## config.mk

```make
export PLATFORM = sky130hd
export DESIGN_NAME = led_ctrl_multi
export DESIGN_NICKNAME = d
export VERILOG_FILES = /design/src/rtl/led_pkg.sv /design/src/rtl/led_ch.sv /design/src/rtl/led_ctrl_multi.sv
export SDC_FILE = /design/constraint.sdc
export NUM_CORES = 1
export LEC_CHECK = 0
export ABC_AREA = 1
export BUFFER_PORTS_ARGS = -buffer_cell sky130_fd_sc_hd__buf_2
export CAP_MARGIN = 20
export CORE_MARGIN = 8
export CORE_UTILIZATION = 48
export CTS_BUF_LIST = sky130_fd_sc_hd__clkbuf_16
export CTS_CLUSTER_DIAMETER = 60
export DETAILED_ROUTE_END_ITERATION = 10
export GPL_TIMING_DRIVEN = 0
export PLACE_DENSITY = 0.69
export SLEW_MARGIN = 20
export SYNTH_ARGS = -nofsm -noshare
export SYNTH_HDL_FRONTEND = slang
export SYNTH_SLANG_ARGS = --single-unit
```

## constraint.sdc

```tcl
create_clock -name clk -period 2.6 [get_ports clk]
set_clock_uncertainty 0.1 [all_clocks]
set_input_delay 0.52 -clock clk [delete_from_list [all_inputs] [get_ports clk]]
set_output_delay 0.52 -clock clk [all_outputs]
set_load 0.05 [all_outputs]
```

## src/rtl/led_pkg.sv

```systemverilog
// Shared definitions for the multi-channel LED controller.
package led_pkg;

  typedef logic [1:0] mode_t;

  localparam mode_t MODE_OFF     = 2'd0;
  localparam mode_t MODE_ON      = 2'd1;
  localparam mode_t MODE_BLINK   = 2'd2;
  localparam mode_t MODE_BREATHE = 2'd3;

  localparam int unsigned PWM_W_DEFAULT = 8;

endpackage

```

## src/rtl/led_ch.sv

```systemverilog
// One LED channel: holds its mode/period config and the blink/breathe sequencing state.
module led_ch
  import led_pkg::*;
#(
  parameter int unsigned CNT_W = 16,
  parameter int unsigned PWM_W = PWM_W_DEFAULT
) (
  input  logic             clk,
  input  logic             rst,
  input  logic             en,
  input  logic             tick,
  input  logic             wr,
  input  logic [1:0]       cfg_mode,
  input  logic [CNT_W-1:0] cfg_period,
  input  logic [PWM_W-1:0] pwm_cnt,
  output logic             led
);

  localparam logic [PWM_W-1:0] DUTY_MAX = '1;

  mode_t            mode_q, mode_d;
  logic [CNT_W-1:0] period_q, period_d;
  logic [CNT_W-1:0] cnt_q, cnt_d;
  logic [PWM_W-1:0] duty_q, duty_d;
  logic             dir_dn_q, dir_dn_d;
  logic             blink_q, blink_d;

  logic [CNT_W-1:0] period_eff;
  logic             last;

  // A stored period of 0 behaves as 1.
  assign period_eff = (period_q == '0) ? CNT_W'(1) : period_q;
  assign last       = (cnt_q == period_eff - CNT_W'(1));

  always_comb begin
    mode_d   = mode_q;
    period_d = period_q;
    cnt_d    = cnt_q;
    duty_d   = duty_q;
    dir_dn_d = dir_dn_q;
    blink_d  = blink_q;
    if (wr) begin
      // A write always wins over a coincident tick.
      mode_d   = cfg_mode;
      period_d = cfg_period;
      cnt_d    = '0;
      duty_d   = '0;
      dir_dn_d = 1'b0;
      blink_d  = 1'b0;
    end else if (en && tick && (mode_q == MODE_BLINK || mode_q == MODE_BREATHE)) begin
      if (!last) begin
        cnt_d = cnt_q + CNT_W'(1);
      end else begin
        cnt_d = '0;
        if (mode_q == MODE_BLINK) begin
          blink_d = ~blink_q;
        end else if (!dir_dn_q && duty_q == DUTY_MAX) begin
          dir_dn_d = 1'b1;
        end else if (dir_dn_q && duty_q == '0) begin
          dir_dn_d = 1'b0;
        end else if (dir_dn_q) begin
          duty_d = duty_q - PWM_W'(1);
        end else begin
          duty_d = duty_q + PWM_W'(1);
        end
      end
    end
  end

  always_ff @(posedge clk) begin
    if (rst) begin
      mode_q   <= MODE_OFF;
      period_q <= CNT_W'(1);
      cnt_q    <= '0;
      duty_q   <= '0;
      dir_dn_q <= 1'b0;
      blink_q  <= 1'b0;
    end else begin
      mode_q   <= mode_d;
      period_q <= period_d;
      cnt_q    <= cnt_d;
      duty_q   <= duty_d;
      dir_dn_q <= dir_dn_d;
      blink_q  <= blink_d;
    end
  end

  always_comb begin
    case (mode_q)
      MODE_ON:      led = 1'b1;
      MODE_BLINK:   led = blink_q;
      MODE_BREATHE: led = (pwm_cnt < duty_q);
      default:      led = 1'b0;
    endcase
  end

endmodule

```

## src/rtl/led_ctrl_multi.sv

```systemverilog
// Multi-channel LED controller: shared prescaler and PWM counter feeding NUM_CH channels,
// with registered LED and tick outputs.
module led_ctrl_multi
  import led_pkg::*;
#(
  parameter int unsigned NUM_CH   = 4,
  parameter int unsigned TICK_DIV = 10000,
  parameter int unsigned CNT_W    = 16,
  parameter int unsigned PWM_W    = PWM_W_DEFAULT,
  localparam int unsigned CH_W    = (NUM_CH > 1) ? $clog2(NUM_CH) : 1
) (
  input  logic              clk,
  input  logic              rst,
  input  logic              en,
  input  logic              cfg_we,
  input  logic [CH_W-1:0]   cfg_ch,
  input  logic [1:0]        cfg_mode,
  input  logic [CNT_W-1:0]  cfg_period,
  output logic [NUM_CH-1:0] led_o,
  output logic              tick_o
);

  localparam int unsigned      PRE_W   = $clog2(TICK_DIV);
  localparam logic [PWM_W-1:0] PWM_TOP = PWM_W'((1 << PWM_W) - 2);

  logic [PRE_W-1:0]  pre_q, pre_d;
  logic [PWM_W-1:0]  pwm_q, pwm_d;
  logic [NUM_CH-1:0] led_q, led_d;
  logic              tick_q;
  logic              tick;

  logic [NUM_CH-1:0] ch_wr;
  logic [NUM_CH-1:0] ch_led;

  assign tick = en && (pre_q == PRE_W'(TICK_DIV - 1));

  always_comb begin
    pre_d = pre_q;
    pwm_d = pwm_q;
    led_d = led_q;
    if (en) begin
      pre_d = tick ? '0 : pre_q + PRE_W'(1);
      pwm_d = (pwm_q == PWM_TOP) ? '0 : pwm_q + PWM_W'(1);
      led_d = ch_led;
    end
  end

  always_ff @(posedge clk) begin
    if (rst) begin
      pre_q  <= '0;
      pwm_q  <= '0;
      led_q  <= '0;
      tick_q <= 1'b0;
    end else begin
      pre_q  <= pre_d;
      pwm_q  <= pwm_d;
      led_q  <= led_d;
      tick_q <= tick;
    end
  end

  // Out-of-range channel indices match no channel and are dropped.
  for (genvar i = 0; i < NUM_CH; i++) begin : g_ch
    assign ch_wr[i] = cfg_we && (cfg_ch == CH_W'(i));

    led_ch #(
      .CNT_W(CNT_W),
      .PWM_W(PWM_W)
    ) u_ch (
      .clk       (clk),
      .rst       (rst),
      .en        (en),
      .tick      (tick),
      .wr        (ch_wr[i]),
      .cfg_mode  (cfg_mode),
      .cfg_period(cfg_period),
      .pwm_cnt   (pwm_q),
      .led       (ch_led[i])
    );
  end

  assign led_o  = led_q;
  assign tick_o = tick_q;

endmodule

```

# Word level (Yosys, flattened, before mapping)
# Index checks and enable logic that the tools add are counted.
totals:
  word_cells: 172
  mem_bits_ro: 0
  out_inout_bits: 5
  mem_bits_rw: 0
  latchBits: 0
  mem_count: 0
  input_bits: 24
  regBits: 203
op_classes:
  div: 0
  n_mux: 26
  magnitude_cmp: 4
  bitwise_logic: 16
  add_sub_neg: 18
  n_shift: 0
  reduce_logical: 55
  eq_ne: 25
  mul: 0
op_table:
  columns: ["operator", "count"]
  rows:
  - ["$mux 16", 8]
  - ["$add 16x1->16 const B", 4]
  - ["$eq 16x16->1", 4]
  - ["$logic_not 16->1", 4]
  - ["$sub 16x1->16 const B", 4]
  - ["$add 8x1->8 const B", 5]
  - ["$eq 8x8->1 const B", 5]
  - ["$mux 8", 5]
  - ["$logic_not 8->1", 4]
  - ["$lt 8x8->1", 4]
  - ["$sub 8x1->8 const B", 4]
  - ["$eq 2x2->1 const B", 10]
  - ["$reduce_and 5->1", 4]
  - ["$logic_and 1x1->1", 18]
  - ["$not 1->1", 16]
  - ["$reduce_and 4->1", 4]
  - ["$add 14x1->14 const B", 1]
  - ["$eq 14x14->1 const B", 1]
  - ["$mux 14", 1]
  - ["$pmux 1 s3", 4]
  - ["$reduce_and 3->1", 4]
  - ["$eq 2x1->1 const B", 5]
  - ["$mux 1", 8]
  - ["$reduce_bool 2->1", 4]
  - ["4 further kinds", 13]

# Logic depth before layout (Yosys ltp)
logic_depth:
  depth_word: 5
  mapped_depth: 23
  depth_no_buf: 22

# Hierarchy
# A second synthesis with hierarchy kept.
hier_totals:
  cells_unflattened: 2128
  hier_area_um2: 13844.5
modules_own_cells:
  columns: ["mod", "cells_per_inst", "instances", "area_each_um2", "seq_area_each_um2"]
  rows:
  - ["led_ch (g_ch[1].u_ch ...)", 483, 3, 3115.5, 880.8]
  - ["led_ch (g_ch[0].u_ch)", 487, 1, 3144.3, 880.8]
  - ["led_ctrl_multi", 192, 1, 1353.8, 540.5]

# Worst setup path after synthesis
# OpenSTA, ideal clock, no wires.
synth_path:
  path_type: "reg-to-reg"
  startpoint: "reg g_ch[2].u_ch.period_q[4]"
  endpoint: "reg g_ch[2].u_ch.duty_q[1]"
  slack_ns: -0.045
  required_time_ns: 2.387
  stages_incl_launch_ff: 24
  setup_ns: 0.113
  arrival_time_ns: 2.432
  synth_period_minus_slack_ns: 2.645
  n_path_buf: 1
  path_cell_list: "dfxtp_1 -> nor2_2 -> nand2_1 -> nor2_2 -> nand2_2 -> buf_6 -> nand2_4 -> inv_2 -> ha_1 -> nand2_1 -> inv_1 -> nand2_1 -> nand2_1 -> nand2_1 -> xor2_1 -> nand2_1 -> nor2_2 -> nand2_2 -> nor2_4 -> nand2_4 -> clkinv_4 -> nand2_1 -> nand2_1 -> nor2_1"
synth_via:
  elab_chain_cells: 5
synth_rtl:
  columns: ["element", "line", "rtl"]
  rows:
  - ["start, declared", "led_ch.sv:22", "logic [CNT_W-1:0] period_q, period_d;"]
  - ["start signal, assigned", "led_ch.sv:80", "period_q <= period_d;"]
  - ["$logic_not 16->1", "led_ch.sv:32", "assign period_eff = (period_q == '0) ? CNT_W'(1) : period_q;"]
  - ["$mux 16 *", "led_ch.sv:32", null]
  - ["$sub 16x1->16 *", "led_ch.sv:33", "assign last = (cnt_q == period_eff - CNT_W'(1));"]
  - ["$eq 16x16->1 *", "led_ch.sv:33", null]
  - ["$reduce_and 5->1 (no source line) *", null, null]
  - ["end signal, assigned", "led_ch.sv:82", "duty_q <= duty_d;"]
  - ["end, declared", "led_ch.sv:24", "logic [PWM_W-1:0] duty_q, duty_d;"]
# Mark *: on every way between the ends. The rest lies on a longest branch, timed or not.
# A chain may end at the register's enable or synchronous reset.

# Worst setup path in the final report
layout_path:
  startpoint: "reg g_ch[1].u_ch.period_q[9]"
  endpoint: "reg g_ch[1].u_ch.dir_dn_q"
layout_via:
  elab_chain_cells: 5
layout_rtl:
  columns: ["element", "line", "rtl"]
  rows:
  - ["start, declared", "led_ch.sv:22", null]
  - ["start signal, assigned", "led_ch.sv:80", null]
  - ["$logic_not 16->1", "led_ch.sv:32", null]
  - ["$mux 16 *", "led_ch.sv:32", null]
  - ["$sub 16x1->16 *", "led_ch.sv:33", null]
  - ["$eq 16x16->1 *", "led_ch.sv:33", null]
  - ["$reduce_and 4->1 (no source line) *", null, null]
  - ["end signal, assigned", "led_ch.sv:83", "dir_dn_q <= dir_dn_d;"]
  - ["end, declared", "led_ch.sv:25", "logic dir_dn_q, dir_dn_d;"]
# Marked as above.

==> impl_metrics.csv <==
group,metric,value,unit
layout,mostFrequentLayoutCell,"nand2_1",
placement,gp_congestion,0.890,
detailed_routing,postRouteWirelength,41100,um
worst_setup_path,cp_data_required_time,2.93,ns
placement,hpwl,27800,um
worst_hold_path,holdCritStartpoint,"cfg_period[14]",
timing,setup_ws,-0.217,ns
placement,place_area,14000,um^2
worst_setup_path,cp-startpoint,"g_ch[1].u_ch.period_q[9]$_SDFFE_PP0P_",
worst_setup_path,crit_path_max_fanout,5,
yosys,ys_types,52,
floorplan,rows,61,
clock_network,worstSkewPairLatency,0.55,ns
worst_setup_path,rrSetupSlack,-0.22,ns
yosys,synth_edf_count,0,
yosys,ys_seq_elements,203,
worst_setup_path,r2r-end,"g_ch[1].u_ch.dir_dn_q$_SDFFE_PP0P_",
floorplan,coreArea,27600,um^2
clock_network,cts_root_buffer,"clkbuf_16",
timing,worstMarginPinSlew,0.943,ns
timing,finalCritPeriodShare,1.08,
worst_setup_path,cp-end-kind,"register",
detailed_routing,drc,0,
worst_hold_path,hp-class,"input pin to register",
global_routing,grt_max_degree,14,
worst_setup_path,reg2regPathDepth,22,
layout,area_delta_synth_final,28.6,%
worst_setup_path,crit_type,"register to register",
yosys,ys_warn_count,0,
worst_setup_path,cp_slowest_stage_delay,0.35,ns
timing,slew_viol_final,0,
global_routing,grt_usage,0.224,
worst_setup_path,r2r_start,"g_ch[1].u_ch.period_q[9]$_SDFFE_PP0P_",
yosys,ys.flop_type,"dfxtp_1",
clock_network,cts_tree,"done",
worst_setup_path,path_cells,"nor2_4 > nand2_2 > nor2_4 > nand2_2 > buf_6 > nand2_4 > inv_4 > ha_4 > nand2_8 > inv_4 > nand4_1 > nand2_1 > nand2_2 > nand2_2 > buf_4 > buf_4 > nor2_1 > nand2_1 > nor2_1 > nand4_1 > nand2_1 > a21oi_1",
floorplan,die_w,183,um
worst_setup_path,crit_top_cell,"nand2_2",
worst_setup_path,worstPathArrival,3.15,ns
layout,fin_area,17200,um^2
worst_setup_path,cp.depth,22,
worst_setup_path,crit_buf_inv,5,
yosys,syn_nets,2088,
layout,drive_gt1_frac,0.259,
yosys,synth_cells,1997,
placement,place.port_buffers,27,
timing,min_period,2.82,ns
detailed_routing,drtIter0Drc,1086,
layout,nFillCells,2397,
timing,hold_slack,0.206,ns
global_routing,antenna_found_initial,0,
clock_network,cts_sinks,203,
layout,num-nets-final,2266,
yosys,ys_async_sr_fraction,0,
outcome,violations,"setup timing",
worst_setup_path,slowest_stage,"dfxtp_4",
layout,antenna-diode-count,0,
power,irDropWorstVdd,456,uV
yosys,yosysSeqAreaShare,0.303,
timing,finalHoldViolCount,0,
power,power_density,498,nW/um^2
outcome,status,"finished, violations left",
clock_network,clkTransAtPathRegs,0.06,ns
floorplan,dieArea,33600,um^2
layout,utilization,0.624,
floorplan,start_util,0.486,
yosys,syn_area,13400,um^2
run,drv_cap,0,
clock_network,numCtsBuffers,28,
floorplan,io_pins,29,
floorplan,die_y,183,um
worst_setup_path,endpoint,"g_ch[1].u_ch.dir_dn_q$_SDFFE_PP0P_",
timing,fmax,355,MHz
detailed_routing,post_drt_wl_per_cell,16.0,um
power,p_leak,0.00737,uW
global_routing,grt_pass1_wl,62700,um
global_routing,grt_pass1_vias,12899,
worst_setup_path,crit_path_start_kind,"register",
detailed_routing,drtAntennaViolNets,0,
detailed_routing,routed-via-count,14061,
detailed_routing,dr.pass1.iters,6,
worst_setup_path,crit_family,"simple AND/OR/NAND/NOR gates",
yosys,syn_area_per_cell,6.72,um^2
clock_network,htree_levels,1,
detailed_routing,vias_per_cell,5.46,
timing,rsz0062_at_grt,"true",
timing,relSlewSlack,0.366,
global_routing,gr-total-overflow,0,
timing,finalSetupViolations,80,
layout,layout_common_cells,"nand2_1, inv_1, nor2_1",
clock_network,cts_buffer_depth,3,
-- through the flow --
stage,TNS (ns),worst slack (ns),total power [uW],cells
floorplan,-0.0160,-0.0160,4070,1997
global placement,-46.28,-0.623,4350,2402
detailed placement,-50.37,-0.651,4370,2402
CTS,-0.509,-0.0610,8350,2525
global route,-18.84,-0.328,8940,2574
finish,-5.43,-0.217,8590,2574
-- cell type report --
cell class              instances  area [um^2]  share of cell area
clock inverters                22          159             0.00921
multi-input cells            1496         9300               0.539
inverters                     264         1020              0.0593
well taps                     378          473              0.0274
clock buffers                  29          726              0.0421
flip-flops and latches        203         4230               0.245
plain buffers                  35          209              0.0121
repair buffers                147         1130              0.0656
-- flip-flops by register name, summed over array words and instances (netlist names) --
| register | cells |
|---|---|
| g_ch.u_ch.blink_q | 4 |
| pwm_q | 8 |
| led_o | 4 |
| g_ch.u_ch.mode_q | 8 |
| g_ch.u_ch.period_q | 64 |
| tick_o | 1 |
| g_ch.u_ch.duty_q | 32 |
| g_ch.u_ch.dir_dn_q | 4 |
| pre_q | 14 |
| g_ch.u_ch.cnt_q | 64 |
-- cells by family (layout without fill, tap and decap cells) --
| family | count (synthesis) | after routing | synth area share |
|---|---|---|---|
| AOI/OAI and AO/OA | 296 | 296 | 0.118 |
| xor gates and xnor gates | 123 | 123 | 0.0845 |
| adders and majority gates | 67 | 67 | 0.0647 |
| buffers and inverters | 299 | 497 | 0.0877 |
| DFF | 203 | 203 | 0.303 |
| and+or+nand+nor | 1009 | 1010 | 0.343 |
-- power by group --
group	internal [uW]	switching, uW
Sequential	3170	90.4
Clock	2200	1510
Combinational	651	975
-- synthesized netlist by cell type (all sizes together), types with 32 or more instances --
| master | instances | area, um^2 |
|---|---|---|
| ha | 63 | 788 |
| xnor2 | 32 | 280 |
| nor3 | 41 | 243 |
| o21ai | 117 | 586 |
| xor2 | 88 | 786 |
| nand3 | 129 | 671 |
| dfxtp | 203 | 4060 |
| inv | 258 | 968 |
| nand2 | 390 | 1510 |
| nor2 | 329 | 1370 |
| nand4 | 86 | 551 |
| a21oi | 148 | 756 |
-- tightest hold or removal path: cells and delay by family --
family / cells / cell delay, ns
buf+inv: 1 / 0.14
simple gates: 2 / 0.16
-- worst min-delay path by stage --
stage	endpoint	slack, ns	cells past startpoint
2_1_floorplan	g_ch[3].u_ch.blink_q$_SDFFE_PP0P_	0.34	2
3_3_place_gp	g_ch[3].u_ch.blink_q$_SDFFE_PP0P_	0.35	2
3_5_place_dp	g_ch[3].u_ch.blink_q$_SDFFE_PP0P_	0.36	2
4_1_cts	g_ch[1].u_ch.period_q[11]$_SDFFE_PP0P_	0.18	3
5_1_grt	g_ch[0].u_ch.period_q[14]$_SDFFE_PP0P_	0.20	3
6_report	g_ch[2].u_ch.period_q[14]$_SDFFE_PP0P_	0.21	3
-- layer usage --
layer	track usage	wire length, um
met1	0.275	17000
met2	0.393	19900
met3	0.0342	2720
met4	0.0830	1510
met5	0	0
-- timing repair --
| action | 4_1_cts | 5_1_grt |
|---|---|---|
| pin swaps | 63 | 126 |
| hold buffers | 0 | 0 |
| setup endpoints to repair | 104 | 104 |
| cloned | 4 | 5 |
| setup buffers | 68 | 46 |
| resized for setup | 180 | 257 |
No activity file was read; power rests on OpenSTA's default activity.
